$ cat config.mk
export PLATFORM = sky130hd
export DESIGN_NAME = keypad_emulator
export DESIGN_NICKNAME = d
export VERILOG_FILES = /design/src/rtl/keypad_pkg.sv /design/src/rtl/keypad_lfsr8.sv /design/src/rtl/keypad_emulator.sv
export SDC_FILE = /design/constraint.sdc
export NUM_CORES = 1
export LEC_CHECK = 0
export CAP_MARGIN = 0
export CELL_PAD_IN_SITES_DETAIL_PLACEMENT = 1
export CELL_PAD_IN_SITES_GLOBAL_PLACEMENT = 1
export CORE_ASPECT_RATIO = 1.75
export CORE_MARGIN = 2
export CORE_UTILIZATION = 43
export DETAILED_ROUTE_END_ITERATION = 16
export PLACE_DENSITY = 0.89
export SYNTH_ARGS = -nofsm -noshare
export SYNTH_HDL_FRONTEND = slang
export SYNTH_SLANG_ARGS = --single-unit
$ cat constraint.sdc
create_clock -name clk -period 4 [get_ports clk]
set_clock_uncertainty 0.2 [all_clocks]
set_input_delay 0.4 -clock clk [delete_from_list [all_inputs] [get_ports clk]]
set_output_delay 0.4 -clock clk [all_outputs]
set_load 0.02 [all_outputs]
$ cat src/rtl/keypad_pkg.sv
// Shared definitions for the 4x4 matrix keypad: key-code constants, the
// index-to-one-hot mapping used by both the scanner and the emulator, and
// the emulator state encoding.
//
// Key code layout: [3:2] column index, [1:0] row index.
//   row0: 1 2 3 +   row1: 4 5 6 -   row2: 7 8 9 *   row3: - 0 - =
package keypad_pkg;

  localparam logic [3:0] KEY_1   = 4'b0000;
  localparam logic [3:0] KEY_2   = 4'b0100;
  localparam logic [3:0] KEY_3   = 4'b1000;
  localparam logic [3:0] KEY_ADD = 4'b1100;
  localparam logic [3:0] KEY_4   = 4'b0001;
  localparam logic [3:0] KEY_5   = 4'b0101;
  localparam logic [3:0] KEY_6   = 4'b1001;
  localparam logic [3:0] KEY_SUB = 4'b1101;
  localparam logic [3:0] KEY_7   = 4'b0010;
  localparam logic [3:0] KEY_8   = 4'b0110;
  localparam logic [3:0] KEY_9   = 4'b1010;
  localparam logic [3:0] KEY_MUL = 4'b1110;
  localparam logic [3:0] KEY_0   = 4'b0111;
  localparam logic [3:0] KEY_EQ  = 4'b1111;

  typedef enum logic [1:0] {
    StIdle,
    StPress,
    StGap
  } emu_state_e;

  // Index 0 is the most significant line: 00->1000 ... 11->0001.
  function automatic logic [3:0] col_onehot(input logic [1:0] idx);
    return 4'b1000 >> idx;
  endfunction

  function automatic logic [3:0] row_onehot(input logic [1:0] idx);
    return 4'b1000 >> idx;
  endfunction

endpackage

$ cat src/rtl/keypad_lfsr8.sv
// 8-bit Fibonacci LFSR (taps 8,6,5,4) that supplies pseudo-random contact
// bounce for the keypad emulator. Advances every cycle; reloads the seed on
// reset.
//
// Ports:
//   clk    clock
//   rst    synchronous active-high reset
//   o_bit  current LFSR bit 0 (contact state during a bounce window)
module keypad_lfsr8 #(
  parameter logic [7:0] SEED = 8'hA5
) (
  input  logic clk,
  input  logic rst,
  output logic o_bit
);

  logic [7:0] r_lfsr;
  logic       w_feedback;

  // Taps 8,6,5,4 in 1-based numbering map to bits 7,5,4,3.
  assign w_feedback = r_lfsr[7] ^ r_lfsr[5] ^ r_lfsr[4] ^ r_lfsr[3];

  always_ff @(posedge clk) begin
    if (rst) begin
      r_lfsr <= SEED;
    end else begin
      r_lfsr <= {r_lfsr[6:0], w_feedback};
    end
  end

  assign o_bit = r_lfsr[0];

endmodule

$ cat src/rtl/keypad_emulator.sv
// Keypad-side model of a 4x4 matrix keypad. Accepts one key code per
// valid/ready handshake, holds the key down for PRESS_CYCLES (answering the
// scanner's column strobe combinationally on rows), releases all keys for
// GAP_CYCLES, then pulses press_done on the first idle cycle.
//
// Build option: define KEYPAD_EMU_BOUNCE_EN to add LFSR-driven contact bounce
// during the first BOUNCE_CYCLES cycles of each press and each gap.
//
// Ports:
//   clk         clock
//   rst         synchronous active-high reset
//   key_valid   key request present
//   key_code    [3:2] column index, [1:0] row index
//   key_ready   emulator can accept a request
//   cols        one-hot column strobe from the scanner
//   rows        one-hot row drive back to the scanner
//   busy        press or gap in progress
//   press_done  one-cycle pulse when a press/gap sequence completes
module keypad_emulator
  import keypad_pkg::*;
#(
  parameter int unsigned PRESS_CYCLES  = 20,
  parameter int unsigned GAP_CYCLES    = 20,
`ifdef KEYPAD_EMU_BOUNCE_EN
  parameter int unsigned BOUNCE_CYCLES = 4,
`endif
  parameter int unsigned CNT_W         = 16
) (
  input  logic       clk,
  input  logic       rst,
  input  logic       key_valid,
  input  logic [3:0] key_code,
  output logic       key_ready,
  input  logic [3:0] cols,
  output logic [3:0] rows,
  output logic       busy,
  output logic       press_done
);

  emu_state_e       r_state, w_state_next;
  logic [CNT_W-1:0] r_cnt, w_cnt_next;
  logic [3:0]       r_code, w_code_next;
  logic             r_press_done, w_press_done_next;
  logic             w_col_match;
  logic             w_contact;

  assign key_ready  = (r_state == StIdle) && !rst;
  assign busy       = (r_state != StIdle);
  assign press_done = r_press_done;

  always_comb begin
    w_state_next      = r_state;
    w_cnt_next        = r_cnt;
    w_code_next       = r_code;
    w_press_done_next = 1'b0;
    unique case (r_state)
      StIdle: begin
        if (key_valid && key_ready) begin
          w_code_next  = key_code;
          w_cnt_next   = CNT_W'(PRESS_CYCLES - 1);
          w_state_next = StPress;
        end
      end
      StPress: begin
        if (r_cnt == '0) begin
          w_cnt_next   = CNT_W'(GAP_CYCLES - 1);
          w_state_next = StGap;
        end else begin
          w_cnt_next = r_cnt - CNT_W'(1);
        end
      end
      StGap: begin
        if (r_cnt == '0) begin
          w_state_next      = StIdle;
          w_press_done_next = 1'b1;
        end else begin
          w_cnt_next = r_cnt - CNT_W'(1);
        end
      end
      default: w_state_next = StIdle;
    endcase
  end

  always_ff @(posedge clk) begin
    if (rst) begin
      r_state      <= StIdle;
      r_cnt        <= '0;
      r_code       <= '0;
      r_press_done <= 1'b0;
    end else begin
      r_state      <= w_state_next;
      r_cnt        <= w_cnt_next;
      r_code       <= w_code_next;
      r_press_done <= w_press_done_next;
    end
  end

`ifdef KEYPAD_EMU_BOUNCE_EN
  logic w_lfsr_bit;
  logic w_in_window;

  keypad_lfsr8 #(
    .SEED (8'hA5)
  ) u_lfsr (
    .clk   (clk),
    .rst   (rst),
    .o_bit (w_lfsr_bit)
  );

  // The counter counts down from N-1, so the first B cycles of a phase are
  // those with r_cnt >= N-B.
  assign w_in_window =
      ((r_state == StPress) && (r_cnt >= CNT_W'(PRESS_CYCLES - BOUNCE_CYCLES))) ||
      ((r_state == StGap)   && (r_cnt >= CNT_W'(GAP_CYCLES - BOUNCE_CYCLES)));

  assign w_contact = w_in_window ? w_lfsr_bit : (r_state == StPress);
`else
  assign w_contact = (r_state == StPress);
`endif

  // Exact compare also rejects an all-zero or multi-hot strobe.
  assign w_col_match = (cols == col_onehot(r_code[3:2]));

  assign rows = (!rst && w_contact && w_col_match) ? row_onehot(r_code[1:0]) : 4'b0000;

endmodule

==> impl_metrics.csv, run 1 <==
group,metric,value,unit
placement,dp_worst_setup_slack,1.01,ns
yosys,ys_async_sr_fraction,0,
sta,finalHoldViolCount,0,
yosys,synthesis.yosys.warnings,0,
floorplan,core_region,3140,um2
sta,rsz0062_at_grt,"no",
floorplan,io-pin-count,18,
final_layout,footprint_of_the_multi_input_gates,873,um2
setup_path,slowest_stage,"clkdlybuf4s50_1",
setup_path,reg2reg_from,"r_cnt[0]$_SDFFE_PP0P_",
pwr,power.share.sequential,0.245,
grt,globalRouteOverflowTotal,0,
yosys,post_synth_inst_count,176,
yosys,synth_edf_count,0,
pwr,switching_share,0.511,
setup_path,path_buf_inv,3,
setup_path,cp_top_family,"buffers and inverters",
setup_path,path_depth,5,
pwr,netSwitchingPower,0.683,mW
floorplan,die_height,79.6,um
sta,worst_slack,1.02,ns
final_layout,insertedDiodeCount,0,
setup_path,worst_setup_path_startpoint,"rst",
yosys,synthDominantCellAreaShare,0.328,
grt,use_met2,0.473,
clocking,clk_latency,0.27,ns
drt,detail_route.wirelength,4360,um
setup_path,timing.reg2reg.setup_slack,1.29,ns
clocking,cts-buffers-inserted,3,
clocking,clk_root_buffer_cell,"clkbuf_8",
sta,post-route-min-period,2.98,ns
setup_path,library_cell_appearing_most_often_on_the_critical_path,"clkdlybuf4s50_1",
drt,route.detailed.drc,0,
clocking,cts_setup_buffers,0,
pwr,max-vdd-ir-drop,0.368,mV
drt,drt-pass1-iter-count,4,
floorplan,row_count,27,
min_path,min-delay-path-class,"reg -> reg",
drt,postRouteAntennaNets,0,
clocking,clock_sink_count,23,
clocking,cts_resized,0,
run_status,result_of_the_run,"completed",
setup_path,critical_path.endpoint_type,"output port",
grt,grt_start_max_net_pins,18,
grt,antenna_found_initial,0,
yosys,post_synth.cell_area_avg,7.98,um2
sta,setup_total_negative_slack,0,ns
final_layout,final_cell_count_no_fill,235,
grt,most_utilized_layer_in_the_global_route_result,"met2",
clocking,clk_pin_slew_worst_setup_hold_paths,0.08,ns
floorplan,die-area,3760,um2
placement,post-dp-hpwl,3410,um
drt,routed_wire_length_per_instance,18.5,um
final_layout,register_area,460,um2
sta,max_freq,335,MHz
yosys,netlist_area,1400,um2
final_layout,layout_filler_cell_count,401,
sta,timing.final.crit_share,0.745,
floorplan,initial_cell_density_of_the_core,0.447,
setup_path,cp.required,3.40,ns
yosys,synth_cell_type_count,48,
yosys,synth.yosys.seq_area_share,0.328,
floorplan,die_width,47.2,um
grt,grtUsageMet1,0.242,
yosys,mappedNetlistNets,191,
setup_path,crit_fanout,17,
placement,portBuffers,17,
clocking,cts_tree,"yes",
grt,grt_first_pass_wirelength,6920,um
setup_path,timing_worst_setup_path_type,"in -> out",
clocking,postCtsHoldBufs,0,
pwr,power.static_leakage,0.626,nW
pwr,power.share.combinational,0.643,
pwr,pwr-share-clk,0.112,
sta,relSlewSlack,0.516,
sta,fin_worst_hold_slack,0.284,ns
drt,drtIter0Drc,22,
setup_path,endpoint,"rows[2]",
grt,met3_usage,0.0294,
yosys,synth_top_area_cell,"dfxtp_1",
sta,finalMaxSlewViolations,0,
clocking,cts_max_path_buffers,2,
grt,first_global_vias,1505,
sta,max_slew.worst_pin.slew,0.718,ns
setup_path,worst_path_largest_cell_delay,0.86,ns
yosys,synth_ff_type,"dfxtp_1",
final_layout,drive_gt1_frac,0.0990,
sta,number_of_failing_setup_endpoints_in_the_final_timing_report,0,
setup_path,worstReg2RegEnd,"r_cnt[6]$_SDFFE_PP0P_",
grt,all_layer_global_routing_usage,0.255,
setup_path,cp-start-kind,"input port",
yosys,ys_ff_latch,23,
clocking,htree_levels,1,
yosys,netlist_top_cells_area,"dfxtp_1 33%, o21ai_0 4.3%, nand2_1 4.3%",
final_layout,synth_to_layout_area_growth,17.5,%
pwr,power-per-cell-area,812,nW/um2
flow_run,cap_viol_max_count,0,
final_layout,final_nets,208,
setup_path,cp_data_arrival_time,2.38,ns
pwr,internal_power,0.655,mW
setup_path,cell_chain_of_the_critical_path,"clkdlybuf4s50_1 > inv_1 > and4b_1 > and2_1 > clkdlybuf4s50_1",
drt,drt-vias-per-instance,6.35,
placement,globalplace.congestion,0.939,
placement,post-place-cells,231,
setup_path,worst_r2r_path_depth,7,
drt,detailroute.via_count,1493,
worst min-delay path: cells and delay by family, from the launching register on:
family,cells,cell delay (ns)
and+or+nand+nor,1,0.06
DFF,1,0.33
AOI/OAI and AO/OA,1,0.05
cell families after synthesis:
logic type	Yosys count	synth area share
flip-flops	23	0.328
AND/OR/NAND/NOR	84	0.342
adder cells (fa/ha/maj)	4	0.0357
AO/OA/AOI/OAI	47	0.232
buffers and inverters	16	0.0499
XOR/XNOR	2	0.0125
cells in the final DEF (no fill, tap or decap), types with 2 or more instances in the layout:
| cell | instances |
|---|---|
| dfxtp_1 | 23 |
| clkdlybuf4s50_1 | 17 |
| nor2_1 | 16 |
| nand2_1 | 16 |
| o21ai_0 | 12 |
| nor3_1 | 11 |
| inv_1 | 10 |
| nand3_1 | 10 |
| a21oi_1 | 10 |
| nor4_1 | 5 |
| nand4_1 | 4 |
| o22ai_1 | 4 |
| ha_1 | 4 |
| or3_1 | 3 |
| a31oi_1 | 3 |
| clkbuf_8 | 3 |
| nor3b_1 | 2 |
| and2_1 | 2 |
| or4_4 | 2 |
| or4_1 | 2 |
| xor2_1 | 2 |
| o21a_1 | 2 |
| o41ai_1 | 2 |
| a22o_1 | 2 |
metal layers:
| metal | routed length [um] | share of wire | vias to the layer above |
|---|---|---|---|
| li1 | - | - | 702 |
| met2 | 2460 | 0.56 | 57 |
| met4 | 221 | 0.051 | 0 |
| met5 | 0 | 0 | - |
| met1 | 1490 | 0.34 | 715 |
| met3 | 188 | 0.043 | 19 |
metrics by stage:
stage	cell area (um2)	util	power, mW
after global placement	1600	0.510	1.14
final	1650	0.525	1.34
after detailed placement	1600	0.510	1.17
after CTS	1650	0.525	1.33
after global routing	1650	0.525	1.43
after floorplan	1400	-	0.960
synth_stat cells, drive strengths merged (2+ instances only):
master  instances
nor2           16
or3             3
o21a            2
a31oi           3
o21ai          13
inv            10
a22o            2
o311a           2
dfxtp          23
a21oi          10
clkbuf          3
o41ai           2
nand2          17
and2            2
nor3b           2
nand3          11
buf             3
ha              4
nor4            6
o22ai           4
nor3           11
or4             5
nand4           4
xor2            2
state kept, by name, summed over array words and instances (netlist names):
register	flops
press_done	1
r_cnt	16
r_code	4
r_state	2
power by group through the flow:
stage                     registers (mW)  logic (mW)  clock network, mW
after floorplan                    0.319       0.640                  0
after global placement             0.327       0.817                  0
after detailed placement           0.332       0.843                  0
after CTS                          0.327       0.856              0.152
after global routing               0.335       0.938              0.160
final                              0.328       0.861              0.150
worst min path at each step:
| stage | from | endpoint | slack (ns) | cells past startpoint |
|---|---|---|---|---|
| 2_1_floorplan | r_code[3]$_SDFFE_PP0P_ | r_code[3]$_SDFFE_PP0P_ | 0.25 | 2 |
| 3_3_place_gp | r_code[3]$_SDFFE_PP0P_ | r_code[3]$_SDFFE_PP0P_ | 0.26 | 2 |
| 3_5_place_dp | r_code[1]$_SDFFE_PP0P_ | r_code[1]$_SDFFE_PP0P_ | 0.28 | 2 |
| 4_1_cts | r_code[1]$_SDFFE_PP0P_ | r_code[1]$_SDFFE_PP0P_ | 0.29 | 2 |
| 5_1_grt | r_code[1]$_SDFFE_PP0P_ | r_code[1]$_SDFFE_PP0P_ | 0.30 | 2 |
| 6_report | r_code[3]$_SDFFE_PP0P_ | r_code[3]$_SDFFE_PP0P_ | 0.28 | 2 |
layout make-up:
type / count / share of cell area
well taps: 43 / 0.0326
repair buffers: 18 / 0.108
clock buffers: 3 / 0.0250
flip-flops and latches: 23 / 0.279
multi-input cells: 137 / 0.530
inverters: 10 / 0.0228
clock inverters: 1 / 0.00303
Power figures use the tool's default switching activity.
==> run 2, diff against run 1 <==
Settings changed: CORE_UTILIZATION 43 to 40, PLACE_DENSITY 0.89 to 0.84.
Clock period 4 ns to 2.9 ns, I/O delays scaled along.
==> impl_metrics.csv, run 2 (synthesized netlist as in run 1, its figures left out) <==
group,metric,value,unit
final_layout,final_cell_count_no_fill,239,
setup_path,crit_fanout,3,
clocking,clk_root_buffer_cell,"clkbuf_8",
drt,routed_wire_length_per_instance,19.7,um
drt,detail_route.wirelength,4720,um
setup_path,worst_path_largest_cell_delay,0.60,ns
final_layout,final_nets,210,
sta,setup_total_negative_slack,0,ns
min_path,min-delay-path-class,"reg -> reg",
sta,max_slew.worst_pin.slew,0.908,ns
floorplan,row_count,28,
grt,antenna_found_initial,0,
clocking,clk_latency,0.27,ns
placement,post-dp-hpwl,3590,um
sta,timing.final.crit_share,0.938,
drt,drtIter0Drc,23,
pwr,power.share.sequential,0.242,
final_layout,most-common-layout-cells,"23 x dfxtp_1, 17 x clkdlybuf4s50_1, 16 x nor2_1, 16 x nand2_1, 12 x o21ai_0",
setup_path,critical_path.endpoint_type,"output port",
placement,portBuffers,17,
final_layout,insertedDiodeCount,0,
drt,detailroute.via_count,1498,
sta,rsz0062_at_grt,"no",
setup_path,library_cell_appearing_most_often_on_the_critical_path,"clkdlybuf4s50_1",
setup_path,slowest_stage,"clkdlybuf4s50_1",
setup_path,cp-start-kind,"input port",
drt,postRouteAntennaNets,0,
setup_path,cell_chain_of_the_critical_path,"clkdlybuf4s50_1 > nor3b_1 > o21ai_0 > nand3_1 > and4b_1 > and2_1 > clkdlybuf4s50_1",
floorplan,die_height,82.4,um
pwr,power.static_leakage,0.636,nW
floorplan,core_region,3360,um2
grt,grt_first_pass_wirelength,7680,um
pwr,switching_share,0.515,
pwr,power-per-cell-area,1120,nW/um2
final_layout,synth_to_layout_area_growth,19.1,%
setup_path,cp.required,2.41,ns
clocking,cts_max_path_buffers,2,
sta,relSlewSlack,0.390,
placement,globalplace.congestion,0.930,
floorplan,initial_cell_density_of_the_core,0.417,
final_layout,drive_gt1_frac,0.113,
final_layout,mostFrequentLayoutCell,"dfxtp_1",
final_layout,largest_reg_flops,16,
run_status,result_of_the_run,"completed",
drt,drt-pass1-iter-count,4,
final_layout,largestRegisters,"r_cnt x16, r_code x4, r_state x2",
sta,finalMaxSlewViolations,0,
placement,post-place-cells,235,
final_layout,top_register,"r_cnt",
pwr,pwr-share-clk,0.113,
sta,post-route-min-period,2.72,ns
sta,number_of_failing_setup_endpoints_in_the_final_timing_report,0,
clocking,cts-buffers-inserted,3,
sta,finalHoldViolCount,0,
flow_run,cap_viol_max_count,0,
floorplan,io-pin-count,18,
clocking,cts_tree,"yes",
grt,all_layer_global_routing_usage,0.247,
floorplan,die_width,48.8,um
clocking,clock_sink_count,23,
pwr,internal_power,0.913,mW
setup_path,cp_data_arrival_time,2.23,ns
floorplan,die-area,4020,um2
pwr,total_design_power,1.88,mW
grt,first_global_vias,1592,
grt,globalRouteOverflowTotal,0,
clocking,clk_pin_slew_worst_setup_hold_paths,0.09,ns
pwr,max-vdd-ir-drop,0.513,mV
drt,route.detailed.drc,0,
clocking,htree_levels,1,
grt,grt_start_max_net_pins,16,
setup_path,timing_worst_setup_path_type,"in -> out",
final_layout,layout_filler_cell_count,436,
pwr,power.share.combinational,0.645,
final_layout,finalCoreUtilization,0.497,
pwr,netSwitchingPower,0.968,mW
sta,max_freq,368,MHz
drt,drt-vias-per-instance,6.27,
[run 2: worst max-delay path, delay by kind of cell]
family | cells | cell delay (ns)
buffers and inverters | 2 | 1.12
AND/OR/NAND/NOR | 4 | 0.70
AO/OA/AOI/OAI | 1 | 0.12
[run 2: routing by layer]
layer / part of all wire / track usage / up-vias
li1: - / - / 699
met1: 0.36 / 0.230 / 750
met2: 0.58 / 0.519 / 37
met3: 0.027 / 0.0270 / 12
met4: 0.031 / 0.126 / 0
met5: 0 / 0 / -
[run 2: worst paths after layout]
kind / startpoint / endpoint / slack, ns / cells past startpoint
max: cols[1] / rows[2] / 0.18 / 7
min: r_code[1]$_SDFFE_PP0P_ / r_code[1]$_SDFFE_PP0P_ / 0.29 / 2
max reg2reg: r_cnt[0]$_SDFFE_PP0P_ / r_cnt[15]$_SDFFE_PP0P_ / 0.25 / 7
min reg2reg: r_code[1]$_SDFFE_PP0P_ / r_code[1]$_SDFFE_PP0P_ / 0.29 / 2
[run 2: through the flow]
step           instance area, um2  setup slack, ns  hold slack [ns]
2_1_floorplan                1400            0.533            0.237
4_1_cts                      1670            0.143            0.281
3_3_place_gp                 1620            0.320            0.258
6_report                     1670            0.179            0.294
5_1_grt                      1670            0.112            0.304
3_5_place_dp                 1620            0.153            0.268
[run 2: area by class of cell]
type	instances	area, um2	area share
clock inverters	1	5.00	0.00299
multi-input cells	137	878	0.525
well taps	45	56.3	0.0337
repair buffers	20	193	0.115
flip-flops and latches	23	460	0.275
clock buffers	3	41.3	0.0247
inverters	10	37.5	0.0225
[run 2: power by group through the flow]
stage          Combinational, mW  Sequential (mW)  Clock, mW
3_5_place_dp                1.18            0.459          0
3_3_place_gp                1.14            0.453          0
5_1_grt                     1.31            0.465      0.229
2_1_floorplan              0.883            0.440          0
4_1_cts                     1.20            0.452      0.215
6_report                    1.21            0.455      0.212
[run 2: what timing repair did]
item | 4_1_cts | 5_1_grt
setup endpoints to repair | 0 | 1
gates resized for setup | 0 | 1
hold buffers | 0 | 0
buffers inserted | 0 | 0
==> run 3, diff against run 2 <==
Settings changed: ABC_AREA set to 0, SETUP_SLACK_MARGIN set to 0.05.
==> results of run 3 <==
The final DEF is identical to that of run 2; final timing and power are the same.
